<file path="config.mk">
export PLATFORM = sky130hd
export DESIGN_NAME = bp_fe_bht_meta_queue_flat
export DESIGN_NICKNAME = d
export VERILOG_FILES = /design/src/rtl/bp_fe_bht_meta_queue_if.sv /design/src/rtl/bp_fe_bht_meta_queue.sv /design/src/flat_wrapper.sv
export SDC_FILE = /design/constraint.sdc
export NUM_CORES = 1
export LEC_CHECK = 0
export ABC_AREA = 0
export BUFFER_PORTS_ARGS = -buffer_cell sky130_fd_sc_hd__clkbuf_2
export CELL_PAD_IN_SITES_DETAIL_PLACEMENT = 0
export CELL_PAD_IN_SITES_GLOBAL_PLACEMENT = 2
export CORE_MARGIN = 2
export CORE_UTILIZATION = 43
export CTS_CLUSTER_SIZE = 20
export DETAILED_ROUTE_END_ITERATION = 8
export PLACE_DENSITY = 0.9
export REMOVE_ABC_BUFFERS = 1
export SETUP_SLACK_MARGIN = 0.05
export SLEW_MARGIN = 5
export SYNTH_ARGS = -nofsm -noshare
export SYNTH_HDL_FRONTEND = slang
export SYNTH_SLANG_ARGS = --single-unit
</file>
<file path="constraint.sdc">
create_clock -name clk_i -period 3.9 [get_ports clk_i]
set_input_delay 0.195 -clock clk_i [delete_from_list [all_inputs] [get_ports clk_i]]
set_output_delay 0.195 -clock clk_i [all_outputs]
set_load 0.01 [all_outputs]
</file>
<file path="src/rtl/bp_fe_bht_meta_queue_if.sv">
// bp_fe_bht_meta_queue_if
//
// Bundles the prediction push port, the in-order resolve port, the flush
// strobe and the registered BHT write/status outputs of the BHT metadata
// queue into one interface.
//
// Parameters:
//   global_history_length_p  width of the BHT history index
//   els_p                    queue depth (power of two, >= 2)
//
// Signals (direction as seen from the queue):
//   pred_v_i, pred_history_i, pred_taken_i   in   prediction entering flight
//   pred_ready_o                             out  queue not full
//   res_v_i, res_taken_i                     in   oldest branch resolved
//   res_ready_o                              out  queue not empty
//   flush_i                                  in   squash unresolved entries
//   w_v_o, history_w_o, actual_o, correct_o  out  registered BHT update
//   count_o                                  out  current occupancy
//   err_o                                    out  sticky protocol error
//
// Modports:
//   master  the frontend/backend side that drives predictions and resolves
//   slave   the queue itself
interface bp_fe_bht_meta_queue_if
    #(parameter int global_history_length_p = 8
    , parameter int els_p                   = 8
    );

    localparam int cnt_w_lp = $clog2(els_p + 1);

    logic                               pred_v_i;
    logic [global_history_length_p-1:0] pred_history_i;
    logic                               pred_taken_i;
    logic                               pred_ready_o;

    logic                               res_v_i;
    logic                               res_taken_i;
    logic                               res_ready_o;

    logic                               flush_i;

    logic                               w_v_o;
    logic [global_history_length_p-1:0] history_w_o;
    logic                               actual_o;
    logic                               correct_o;
    logic [cnt_w_lp-1:0]                count_o;
    logic                               err_o;

    modport master
        ( output pred_v_i
        , output pred_history_i
        , output pred_taken_i
        , input  pred_ready_o
        , output res_v_i
        , output res_taken_i
        , input  res_ready_o
        , output flush_i
        , input  w_v_o
        , input  history_w_o
        , input  actual_o
        , input  correct_o
        , input  count_o
        , input  err_o
        );

    modport slave
        ( input  pred_v_i
        , input  pred_history_i
        , input  pred_taken_i
        , output pred_ready_o
        , input  res_v_i
        , input  res_taken_i
        , output res_ready_o
        , input  flush_i
        , output w_v_o
        , output history_w_o
        , output actual_o
        , output correct_o
        , output count_o
        , output err_o
        );

endinterface

</file>
<file path="src/rtl/bp_fe_bht_meta_queue.sv">
// bp_fe_bht_meta_queue
//
// Circular buffer of {history, predicted direction} for every in-flight
// conditional-branch prediction, sitting in front of the global-history
// BHT write port. Entries are pushed when a prediction is made and popped
// in program order when the backend resolves the branch; each pop produces
// a registered one-cycle BHT update carrying the history index, the actual
// direction and whether the prediction was correct.
//
// Ports:
//   clk_i      in  clock, all state changes on the rising edge
//   reset_n_i  in  synchronous active-low reset
//   bus        slave side of bp_fe_bht_meta_queue_if (push, resolve,
//              flush, BHT update, occupancy and error flag)
module bp_fe_bht_meta_queue
    #(parameter int global_history_length_p = 8
    , parameter int els_p                   = 8
    )
    ( input  logic                  clk_i
    , input  logic                  reset_n_i
    , bp_fe_bht_meta_queue_if.slave bus
    );

    localparam int idx_w_lp = $clog2(els_p);
    localparam int ptr_w_lp = idx_w_lp + 1;
    localparam int cnt_w_lp = $clog2(els_p + 1);

    // Storage, deliberately without reset: contents are only ever read
    // behind the read pointer, which reset forces equal to the write pointer.
    logic [global_history_length_p-1:0] hist_mem  [els_p];
    logic                               taken_mem [els_p];

    // Pointers carry one extra wrap bit so full and empty are distinguishable.
    logic [ptr_w_lp-1:0] rptr_r, wptr_r;
    logic [ptr_w_lp-1:0] rptr_next;
    logic [idx_w_lp-1:0] rd_idx, wr_idx;

    logic empty, full;
    logic push, pop;
    logic proto_err;

    logic                               w_v_r;
    logic [global_history_length_p-1:0] history_w_r;
    logic                               actual_r;
    logic                               correct_r;
    logic                               err_r;

    assign rd_idx = rptr_r[idx_w_lp-1:0];
    assign wr_idx = wptr_r[idx_w_lp-1:0];

    assign empty = (rptr_r == wptr_r);
    assign full  = (rptr_r[idx_w_lp-1:0] == wptr_r[idx_w_lp-1:0])
                 & (rptr_r[idx_w_lp] != wptr_r[idx_w_lp]);

    // Ready flags come only from registered pointers: no bypass, so a push
    // into a full queue is refused even if a pop happens in the same cycle,
    // and a resolve on an empty queue is refused even alongside a push.
    assign push = bus.pred_v_i & ~full;
    assign pop  = bus.res_v_i  & ~empty;

    assign rptr_next = rptr_r + ptr_w_lp'(pop);

    assign proto_err = (bus.pred_v_i & full & ~bus.flush_i)
                     | (bus.res_v_i & empty);

    // A push that coincides with a flush is discarded, so it never needs
    // to land in storage.
    always_ff @(posedge clk_i) begin
        if (push & ~bus.flush_i) begin
            hist_mem[wr_idx]  <= bus.pred_history_i;
            taken_mem[wr_idx] <= bus.pred_taken_i;
        end
    end

    // Pointer and BHT-update registers. On flush the pop of that cycle still
    // completes, then the write pointer collapses onto the post-pop read
    // pointer so every remaining entry is dropped.
    always_ff @(posedge clk_i) begin
        if (!reset_n_i) begin
            rptr_r      <= '0;
            wptr_r      <= '0;
            w_v_r       <= 1'b0;
            history_w_r <= '0;
            actual_r    <= 1'b0;
            correct_r   <= 1'b0;
            err_r       <= 1'b0;
        end else begin
            rptr_r <= rptr_next;

            if (bus.flush_i) begin
                wptr_r <= rptr_next;
            end else if (push) begin
                wptr_r <= wptr_r + ptr_w_lp'(1);
            end

            w_v_r <= pop;
            if (pop) begin
                history_w_r <= hist_mem[rd_idx];
                actual_r    <= bus.res_taken_i;
                correct_r   <= (taken_mem[rd_idx] == bus.res_taken_i);
            end

            if (proto_err) begin
                err_r <= 1'b1;
            end
        end
    end

    assign bus.pred_ready_o = ~full;
    assign bus.res_ready_o  = ~empty;
    assign bus.w_v_o        = w_v_r;
    assign bus.history_w_o  = history_w_r;
    assign bus.actual_o     = actual_r;
    assign bus.correct_o    = correct_r;
    assign bus.err_o        = err_r;

    // Modular pointer difference is the occupancy, including across wrap.
    assign bus.count_o = cnt_w_lp'(wptr_r - rptr_r);

endmodule

</file>
<file path="src/flat_wrapper.sv">
// flat-port wrapper written by rule: the top's interface ports become plain ports
module bp_fe_bht_meta_queue_flat 
#(parameter int global_history_length_p = 8
    , parameter int els_p                   = 8
    )
  (clk_i, reset_n_i, bus_pred_v_i, bus_pred_history_i, bus_pred_taken_i, bus_pred_ready_o, bus_res_v_i, bus_res_taken_i, bus_res_ready_o, bus_flush_i, bus_w_v_o, bus_history_w_o, bus_actual_o, bus_correct_o, bus_count_o, bus_err_o);
  bp_fe_bht_meta_queue_if #(.global_history_length_p(global_history_length_p), .els_p(els_p)) bus_i ();
  input  logic clk_i;
  input  logic reset_n_i;
  input wire logic [$bits(bus_i.pred_v_i)-1:0] bus_pred_v_i;
  input wire logic [$bits(bus_i.pred_history_i)-1:0] bus_pred_history_i;
  input wire logic [$bits(bus_i.pred_taken_i)-1:0] bus_pred_taken_i;
  output wire logic [$bits(bus_i.pred_ready_o)-1:0] bus_pred_ready_o;
  input wire logic [$bits(bus_i.res_v_i)-1:0] bus_res_v_i;
  input wire logic [$bits(bus_i.res_taken_i)-1:0] bus_res_taken_i;
  output wire logic [$bits(bus_i.res_ready_o)-1:0] bus_res_ready_o;
  input wire logic [$bits(bus_i.flush_i)-1:0] bus_flush_i;
  output wire logic [$bits(bus_i.w_v_o)-1:0] bus_w_v_o;
  output wire logic [$bits(bus_i.history_w_o)-1:0] bus_history_w_o;
  output wire logic [$bits(bus_i.actual_o)-1:0] bus_actual_o;
  output wire logic [$bits(bus_i.correct_o)-1:0] bus_correct_o;
  output wire logic [$bits(bus_i.count_o)-1:0] bus_count_o;
  output wire logic [$bits(bus_i.err_o)-1:0] bus_err_o;
  assign bus_i.pred_v_i = bus_pred_v_i;
  assign bus_i.pred_history_i = bus_pred_history_i;
  assign bus_i.pred_taken_i = bus_pred_taken_i;
  assign bus_pred_ready_o = bus_i.pred_ready_o;
  assign bus_i.res_v_i = bus_res_v_i;
  assign bus_i.res_taken_i = bus_res_taken_i;
  assign bus_res_ready_o = bus_i.res_ready_o;
  assign bus_i.flush_i = bus_flush_i;
  assign bus_w_v_o = bus_i.w_v_o;
  assign bus_history_w_o = bus_i.history_w_o;
  assign bus_actual_o = bus_i.actual_o;
  assign bus_correct_o = bus_i.correct_o;
  assign bus_count_o = bus_i.count_o;
  assign bus_err_o = bus_i.err_o;
  bp_fe_bht_meta_queue #(.global_history_length_p(global_history_length_p), .els_p(els_p)) u_core (.clk_i(clk_i), .reset_n_i(reset_n_i), .bus(bus_i));
endmodule
</file>
==> results of run 1 <==
layout by cell type (no fill, tap or decap), drive strengths merged, types with 2 or more instances in the layout:
cell type / n
ha: 6
clkbuf: 44
and2: 5
o21ai: 13
mux2i: 3
nor2: 6
inv: 10
nor3: 2
a31oi: 8
dfxtp: 20
a21oi: 6
buf: 5
nand3: 3
and3: 2
mux4: 18
nand2: 19
xor2: 3
o211ai: 2
or3: 2
edfxtp: 72
o21a: 2
xnor2: 7
nand2b: 2
worst max path at each step:
stage                                 from                               to  slack, ns  cells after the start
6_report       u_core.rptr_r[2]$_SDFF_PN0_  u_core.hist_mem[4][5]$_DFFE_PP_       0.94                      6
5_1_grt        u_core.rptr_r[2]$_SDFF_PN0_    u_core.taken_mem[4]$_DFFE_PP_       0.74                      6
4_1_cts        u_core.rptr_r[2]$_SDFF_PN0_  u_core.hist_mem[4][5]$_DFFE_PP_       0.96                      6
3_5_place_dp   u_core.rptr_r[2]$_SDFF_PN0_  u_core.hist_mem[4][1]$_DFFE_PP_       0.96                      6
3_3_place_gp   u_core.rptr_r[2]$_SDFF_PN0_  u_core.hist_mem[2][5]$_DFFE_PP_       1.12                      6
2_1_floorplan  u_core.rptr_r[0]$_SDFF_PN0_  u_core.hist_mem[0][0]$_DFFE_PP_       0.86                      5
layer usage:
metal	GRT usage, %	part of all wire [%]	routed length, um
met3	3.96	5.8	405
met2	24.1	44	3080
met1	24.5	48	3380
met4	7.16	1.5	102
met5	0	0.19	13
through the flow:
stage          instances  power [uW]
3_3_place_gp         356        1640
5_1_grt              372        2290
6_report             372        2170
4_1_cts              372        2200
2_1_floorplan        214        1470
3_5_place_dp         356        1640
critical path, delay by kind of cell (launching register included):
| kind | cells | cell delay, ns |
|---|---|---|
| and+or+nand+nor | 3 | 1.34 |
| AOI/OAI and AO/OA | 1 | 0.13 |
| adders and majority gates | 1 | 0.36 |
| DFF | 1 | 0.57 |
| buffers and inverters | 1 | 0.19 |
cell type report:
cell class	count	area, sq um
Tap cell	105	131
Fill cell	696	4130
Timing Repair Buffer	37	198
Clock buffer	12	135
Sequential cell	92	2560
Multi-Input combinational cell	114	1040
Clock inverter	4	33.8
Inverter	8	30.0
state kept, by name, indices dropped and copies added, names as in the netlist:
signal,flops
u_core.bus.err_o,1
u_core.bus.history_w_o,8
u_core.taken_mem,8
u_core.bus.actual_o,1
u_core.wptr_r,4
u_core.hist_mem,64
u_core.bus.w_v_o,1
u_core.bus.correct_o,1
u_core.rptr_r,4
kinds of logic after synthesis:
kind of cell,share of synthesized area [%]
flip-flops,69.6
AND/OR/NAND/NOR,5.44
AO/OA/AOI/OAI,5.40
multiplexers,12.1
buffers and inverters,2.28
XOR/XNOR,2.58
adder cells (fa/ha/maj),2.58
power by group through the flow:
stage | clock network, uW | registers [uW] | logic, uW
2_1_floorplan | 0 | 1210 | 258
3_3_place_gp | 0 | 1170 | 471
3_5_place_dp | 0 | 1170 | 470
4_1_cts | 577 | 1150 | 470
5_1_grt | 627 | 1150 | 508
6_report | 556 | 1150 | 464
==> run summary, run 1 <==
Reg2reg setup slack -> 0.94 ns
Slew at the pin closest to its max-slew limit -> 0.864 ns
Post-synth cell types -> 37
Initial DRC count -> 133
Worst-path maximum fanout -> 11
Post-synth top area share -> 58.7%
Clk Tree Root Cell -> clkbuf_8
Count leader, synth -> edfxtp_1
Switch share -> 27.8%
Syn_area_per_cell -> 16.5 sq um
CTS resizes -> 0
RSZ-0062 raised after global routing -> false
Hold Crit Class -> in -> reg
Gpl congestion -> 0.791
Die height -> 96.5 um
Reg-to-Reg Start -> u_core.rptr_r[2]$_SDFF_PN0_
Wire length per cell -> 18.8 um
Reg power frac -> 52.9%
Postcts setup bufs -> 0
Slew HR -> 42.2%
Nets -> 284
Hold slack -> 0.130 ns
Pint -> 1570 uW
PortBufs -> 32
Pre-CTS setup slack -> 0.960 ns
Max Transition Viols Final -> 0
Clock latency on the worst-skew pair -> 0.36 ns
Reg2Reg Depth -> 6
FFs w/ async S/R, synth -> 0%
Setup Total Neg Slack -> 0 ns
Post-Syn Instances -> 223
Max-cap violations -> 0
Pleak -> 0.00145 uW
HPWL after DPL -> 4860 um
Synth warnings -> 0
Final Util -> 50.0%
Crit path arrival time -> 2.94 ns
Period utilization -> 75.9%
Core Rows -> 33
Most frequent cells after synthesis -> edfxtp_1, dfxtp_1, nand2_1
First-pass GRT wire length -> 10,800 um
Crit start category -> register
Synth-to-Final Area Change -> 12.1%
CP peak stage delay -> 0.70 ns
Total gr overflow -> 0
Tot GR Track Use -> 16.7%
Maximum VDD drop -> 0.294 mV
Mapped Area -> 3680 sq um
N_diodes -> 0
Post-route cell area -> 4130 sq um
Crit-path slowest cell -> nor2_1
Hold Crit Depth -> 1
Setup violators final -> 0
Share of post-route cells with drive strength above 1 -> 26.2%
Ranking of synthesized cells by area -> edfxtp_1, dfxtp_1, mux4_2
Initial Util -> 44.6%
FF-to-FF End -> u_core.hist_mem[4][5]$_DFFE_PP_
Minimum clock period -> 2.96 ns
Largest net degree at the start of global routing -> 23
Placed inst area -> 3960 sq um
Status -> complete, no violations
Switching pwr -> 603 uW
Combinational share of power -> 21.4%
Worst Clk Skew -> 0.00786 ns
Hold_buf cts -> 0
TritonCTS clock tree -> yes
Hold Path Sink -> u_core.hist_mem[1][1]$_DFFE_PP_
FF+latch count, synth -> 92
Core area -> 8260 sq um
CP endpoint kind -> register
Fin. Hold Viols -> 0
Post-synth EDFFs -> 72
Vias post-DR -> 1,939
DIE WIDTH -> 96.5 um
Sequential area share after synthesis -> 69.6%
CTS Sinks -> 92
DRC Markers -> 0
PnR worst setup slack -> 0.941 ns
Clk pwr share -> 25.6%
Post-synth top flop -> edfxtp_1
Cells along the critical path -> inv_2 -> ha_1 -> nand3_1 -> o21ai_2 -> or3_1 -> nor2_1
Fmax -> 0.338 GHz
Die area -> 9320 sq um
Post-synth top area cell -> edfxtp_1
Antenna violations before repair -> 1
Hold path start -> bus_pred_history_i[1]
Number of top-level pins -> 33
H-tree depth -> 3
Power Density -> 526 nW/um^2
DRT antenna net count -> 0
Crit Path Class -> reg -> reg
Cts bufs inserted -> 9
CTS clock-pin slew for the worst setup and hold paths -> 0.08 ns
Pre-antenna DRT Iters -> 4
Vias per cell -> 5.21
Max clock buf depth -> 2
Critical Path RT -> 3.88 ns
Vias in the first global route -> 1,893
Final WL -> 6990 um
Note: power is estimated with default switching activity, not from simulation.
==> inputs of run 2 (changes only) <==
- ABC_AREA: 0 -> 1
- CORE_UTILIZATION: 43 -> 35
- PLACE_DENSITY: 0.9 -> 0.86
- clock period: 3.9 -> 2.5 ns (I/O delays scaled with it)
==> run 2 against run 1 <==
  * Routed wire length is 21% higher
  * Utilization is 8.9 points lower
  * Count of clock-buffer cells in the layout is 3 lower
  * Critical endpoint is now u_core.wptr_r[2]$_SDFFE_PN0P_
  * First-iteration DRC count is 29% higher
==> run summary, run 2 <==
Minimum clock period -> 2.19 ns
TritonCTS clock tree -> yes
Sequential cell area -> 2560 sq um
Placed inst area -> 4290 sq um
Clk Tree Root Cell -> clkbuf_8
CTS clock-pin slew for the worst setup and hold paths -> 0.09 ns
Largest register FFs -> 64
Setup Total Neg Slack -> 0 ns
Maximum VDD drop -> 0.236 mV
Nets -> 430
Total gr overflow -> 0
Setup violators final -> 0
Reg power frac -> 49.8%
Largest net degree at the start of global routing -> 39
DRC Markers -> 0
Wire length per cell -> 15.3 um
Combinational share of power -> 24.3%
Crit path arrival time -> 2.44 ns
Commonest non-fill, non-tap cells in the layout -> edfxtp_1, nor2_1, nand2_1
H-tree depth -> 3
Sequential area share after synthesis -> 65.3%
Crit-path slowest cell -> dfxtp_1
Post-synth cell types -> 30
Post-synth top flop -> edfxtp_1
Ranking of synthesized cells by area -> edfxtp_1, dfxtp_1, nor2_1
Gpl congestion -> 0.816
FFs w/ async S/R, synth -> 0%
First-pass GRT wire length -> 13,400 um
Post-synth EDFFs -> 72
Slew at the pin closest to its max-slew limit -> 0.587 ns
Crit Path Class -> reg -> reg
Antenna violations before repair -> 0
Slew HR -> 60.8%
CP peak stage delay -> 0.43 ns
Placed cells -> 537
Cts bufs inserted -> 9
Hold Crit Class -> in -> reg
Pleak -> 0.00174 uW
Fin. Hold Viols -> 0
RSZ-0062 raised after global routing -> false
Switch share -> 32.4%
Hold slack -> 0.0258 ns
Share of post-route cells with drive strength above 1 -> 20.1%
Switching pwr -> 1150 uW
Clk pwr share -> 25.9%
Power Density -> 795 nW/um^2
Pre-antenna DRT Iters -> 4
Tot GR Track Use -> 15.4%
Critical Path RT -> 2.75 ns
Hold_buf cts -> 0
Pre-CTS setup slack -> 0.336 ns
Period utilization -> 87.7%
Synth warnings -> 0
Initial DRC count -> 171
Postcts setup bufs -> 0
Die height -> 110 um
CP endpoint kind -> register
DIE WIDTH -> 110 um
Fmax -> 0.456 GHz
Worst-path maximum fanout -> 6
HPWL after DPL -> 5420 um
Vias post-DR -> 2,629
Mapped Area -> 3930 sq um
Multi-input gate area -> 1120 sq um
Cells along the critical path -> inv_1 -> ha_1 -> nand3_2 -> clkinv_1 -> nand2_4 -> nand2_4 -> clkinv_2 -> ha_1 -> ha_1 -> xnor2_1 -> nand2_1 -> a22oi_1 -> nor2_1
N_diodes -> 0
Post-synth top area cell -> edfxtp_1
Core Rows -> 38
Final WL -> 8480 um
CP dominant cell by count -> ha_1
Post-synth top area share -> 55.1%
Crit start category -> register
Count leader, synth -> edfxtp_1
DRT antenna net count -> 0
Max-cap violations -> 0
Commonest non-fill, non-tap cell in the layout -> edfxtp_1
Layout fillers -> 1,055
Vias per cell -> 4.75
Number of top-level pins -> 33
FF+latch count, synth -> 92
Post-Syn Instances -> 360
Status -> complete, no violations
Biggest register -> u_core.hist_mem
Worst Clk Skew -> 0.0106 ns
Initial Util -> 36.1%
Core area -> 10,900 sq um
Post-route cell area -> 4470 sq um
Non-filler cells, final -> 553
Max clock buf depth -> 2
PnR worst setup slack -> 0.308 ns
Vias in the first global route -> 2,490
Die area -> 12,100 sq um
Syn_area_per_cell -> 10.9 sq um
CTS Sinks -> 92
Clock latency on the worst-skew pair -> 0.36 ns
Max Transition Viols Final -> 0
CTS resizes -> 0
Pint -> 2400 uW
Most frequent cells after synthesis -> edfxtp_1, nor2_1, nand2_1
Synth-to-Final Area Change -> 13.9%
PortBufs -> 32
==> run 2: changes by cell type in the layout (fill, tap and decap cells not counted), sizes merged, moves of 6 or more <==
cell	delta
a21oi	+6
a31oi	-8
buf	+14
inv	+23
mux4	-18
nand2	+28
nand3	+27
nor2	+66
o211ai	+6
o21ai	+25
==> run 2: metrics by stage <==
step / total power [uW] / util (%)
3_5_place_dp: 2690 / 39.4
4_1_cts: 3600 / 41.1
5_1_grt: 3780 / 41.1
3_3_place_gp: 2670 / 39.4
2_1_floorplan: 2360 / -
6_report: 3560 / 41.1
==> run 2: per-layer routing <==
layer | up-vias | part of all wire [%] | GRT usage, %
li1 | 1317 | - | -
met1 | 1252 | 45 | 20.5
met2 | 49 | 48 | 24.7
met3 | 11 | 4.3 | 2.67
met4 | 0 | 1.9 | 6.78
met5 | - | 0 | 0
==> run 2: final cells by class <==
cell class	count	share of cell area, %
clock buffer	9	2.77
clock inverter	7	1.31
inverter	32	2.83
multi-input combinational	222	25.1
sequential	92	57.3
tap	140	3.92
timing repair buffer	51	6.77
==> run 2: cell families after synthesis <==
family,count (synthesis),synth area share (%)
flip-flops,92,65.3
XOR/XNOR,6,1.34
AND/OR/NAND/NOR,150,16.7
buffers and inverters,46,6.12
adder cells (fa/ha/maj),7,2.42
AO/OA/AOI/OAI,59,8.19
==> run 2: final timing paths <==
check | from | endpoint | slack, ns | cells after the start
setup / recovery | u_core.wptr_r[0]$_SDFFE_PN0P_ | u_core.wptr_r[2]$_SDFFE_PN0P_ | 0.31 | 13
hold / removal | bus_res_taken_i | u_core.bus.actual_o$_SDFFE_PN0P_ | 0.03 | 3
setup reg to reg | u_core.wptr_r[0]$_SDFFE_PN0P_ | u_core.wptr_r[2]$_SDFFE_PN0P_ | 0.31 | 13
hold reg to reg | u_core.bus.history_w_o[0]$_SDFFE_PN0P_ | u_core.bus.history_w_o[0]$_SDFFE_PN0P_ | 0.47 | 2
==> run 2: worst max-delay path, delay by kind of cell (launching register included) <==
family | cells | cell delay, ns
AOI/OAI and AO/OA | 1 | 0.16
xor gates and xnor gates | 1 | 0.17
adders and majority gates | 3 | 0.72
buffers and inverters | 3 | 0.25
DFF | 1 | 0.43
and+or+nand+nor | 5 | 0.35
==> run 2: power by group through the flow <==
stage          combinational [uW]  clock [uW]  sequential (uW)
3_5_place_dp                  879           0             1810
2_1_floorplan                 486           0             1870
6_report                      864         922             1770
3_3_place_gp                  869           0             1800
5_1_grt                       983        1020             1780
4_1_cts                       880         953             1770
==> inputs of run 3 (changes only) <==
- ABC_AREA: 1 -> default
- CORE_UTILIZATION: 35 -> 39
- PLACE_DENSITY: 0.86 -> 0.87
- clock period: 2.5 -> 1.9 ns (I/O delays scaled with it)
==> run 3 against run 2 <==
  * Register-to-register slack lost 0.29 ns
  * Power grew 43%
  * Cell area grew 3.3%
  * Hold slack lost 0.018 ns
  * Largest power group unchanged
  * Count of clock-buffer cells in the layout grew 1
  * Global-route usage is essentially flat
  * Die area shrank 15%
  * Critical path type unchanged
  * Cell count shrank 26%
  * Combinational power grew 33%
  * Sequential cell count is the same
  * Critical path depth shrank 6
  * Clock skew shrank 0.0028 ns
==> run summary, run 3 (synthesis gave the netlist of run 1 again) <==
RSZ-0062 raised after global routing -> true
Total Power -> 5090 uW
Max Transition Viols Final -> 0
Biggest register -> u_core.hist_mem
Slew HR -> 72.8%
Vias per cell -> 5.23
Pleak -> 0.00165 uW
Status -> complete, no violations
Fin. Hold Viols -> 0
Commonest non-fill, non-tap cells in the layout -> edfxtp_1, clkbuf_2, buf_4
Synth-to-Final Area Change -> 25.5%
CTS clock-pin slew for the worst setup and hold paths -> 0.09 ns
Antenna violations before repair -> 0
DRT antenna net count -> 0
TritonCTS clock tree -> yes
N_diodes -> 0
CP peak stage delay -> 0.38 ns
Cells along the critical path -> inv_2 -> ha_4 -> nand3_4 -> o21ai_4 -> or3_4 -> nor3_4 -> buf_4
Crit Path Class -> reg -> reg
Largest register FFs -> 64
DRC Markers -> 0
Minimum clock period -> 1.88 ns
Period utilization -> 99.0%
Hold Crit Class -> in -> reg
Crit-path slowest cell -> or3_4
Final WL -> 7560 um
Initial Util -> 40.0%
Number of top-level pins -> 33
Worst-path maximum fanout -> 4
PortBufs -> 32
Slew at the pin closest to its max-slew limit -> 0.409 ns
Nets -> 313
Die height -> 101 um
Initial DRC count -> 69
Power Density -> 1100 nW/um^2
Core area -> 9200 sq um
DIE WIDTH -> 101 um
Layout fillers -> 786
HPWL after DPL -> 4640 um
Core Rows -> 35
H-tree depth -> 3
Critical Path RT -> 1.99 ns
Largest net degree at the start of global routing -> 22
Crit path arrival time -> 1.97 ns
Tot GR Track Use -> 15.4%
Commonest non-fill, non-tap cell in the layout -> edfxtp_1
Vias in the first global route -> 2,107
Gpl congestion -> 0.805
CP endpoint kind -> register
CTS Sinks -> 92
Hold slack -> 0.00795 ns
Share of post-route cells with drive strength above 1 -> 41.9%
Maximum VDD drop -> 0.423 mV
Pre-antenna DRT Iters -> 4
Worst Clk Skew -> 0.00784 ns
Fmax -> 0.532 GHz
Wire length per cell -> 18.6 um
Crit start category -> register
Clk Tree Root Cell -> clkbuf_8
Vias post-DR -> 2,128
Max-cap violations -> 0
Cts bufs inserted -> 9
Setup violators final -> 0
Max clock buf depth -> 2
Total gr overflow -> 0
First-pass GRT wire length -> 11,500 um
Clock latency on the worst-skew pair -> 0.36 ns
Die area -> 10,200 sq um
-- run 3: cell count changes in the layout (fill, tap and decap cells not counted), sizes merged, moves of 18 or more --
cell and delta:
nor2 -66, nand2 -28, nand3 -27, o21ai -25, inv -23, mux4 +18
-- run 3: final timing paths --
check	endpoint	slack [ns]	depth (start not counted)	from
setup reg to reg	u_core.hist_mem[1][0]$_DFFE_PP_	0.02	7	u_core.rptr_r[1]$_SDFF_PN0_
hold reg to reg	u_core.bus.err_o$_SDFFE_PN0P_	0.47	1	u_core.bus.err_o$_SDFFE_PN0P_
hold / removal	u_core.hist_mem[4][5]$_DFFE_PP_	0.008	1	bus_pred_history_i[5]
setup / recovery	u_core.hist_mem[1][0]$_DFFE_PP_	0.02	7	u_core.rptr_r[1]$_SDFF_PN0_
-- run 3: final cells by class --
type | count | area (sq um) | area share, %
clock buffer | 10 | 128 | 2.76
clock inverter | 6 | 119 | 2.57
inverter | 8 | 30.0 | 0.650
multi-input combinational | 114 | 1180 | 25.5
sequential | 92 | 2570 | 55.6
tap | 111 | 139 | 3.01
timing repair buffer | 66 | 455 | 9.86
-- run 3: critical path, delay by kind of cell, from the launching register on --
family	cells	cell delay, ns
and+or+nand+nor	3	0.72
DFF	1	0.35
buffers and inverters	2	0.24
adders and majority gates	1	0.24
AOI/OAI and AO/OA	1	0.07
-- run 3: power breakdown --
group	switching [uW]	total (uW)	internal [uW]
Sequential	57.2	2340	2290
Clock	712	1600	891
Combinational	564	1150	584
Total	1330	5090	3760
-- run 3: stage by stage --
step	setup TNS (ns)	worst slack (ns)	util, %	instances	area (sq um)
after CTS	-0.120	-0.0224	49.1	403	4520
after detailed placement	-4.69	-0.0867	44.8	383	4120
after global routing	-0.218	-0.0211	50.2	407	4620
after floorplan	-79.14	-1.14	-	214	3630
final	0	0.0189	50.2	407	4620
after global placement	-2.15	-0.0513	44.8	383	4120
-- run 3: what timing repair did --
action | in CTS | in global routing
hold buffers | 1 | 0
setup endpoints to repair | 77 | 71
gates resized for setup | 29 | 16
cloned | 2 | 0
pin swaps | 4 | 8
setup buffers | 1 | 4
hold endpoints to repair | 8 | 0
-- run 3: metal layers --
layer	part of all wire (%)	GRT usage, %
met1	45	20.1
met3	4.1	4.28
met2	49	25.4
met5	0	0
met4	1.5	4.68
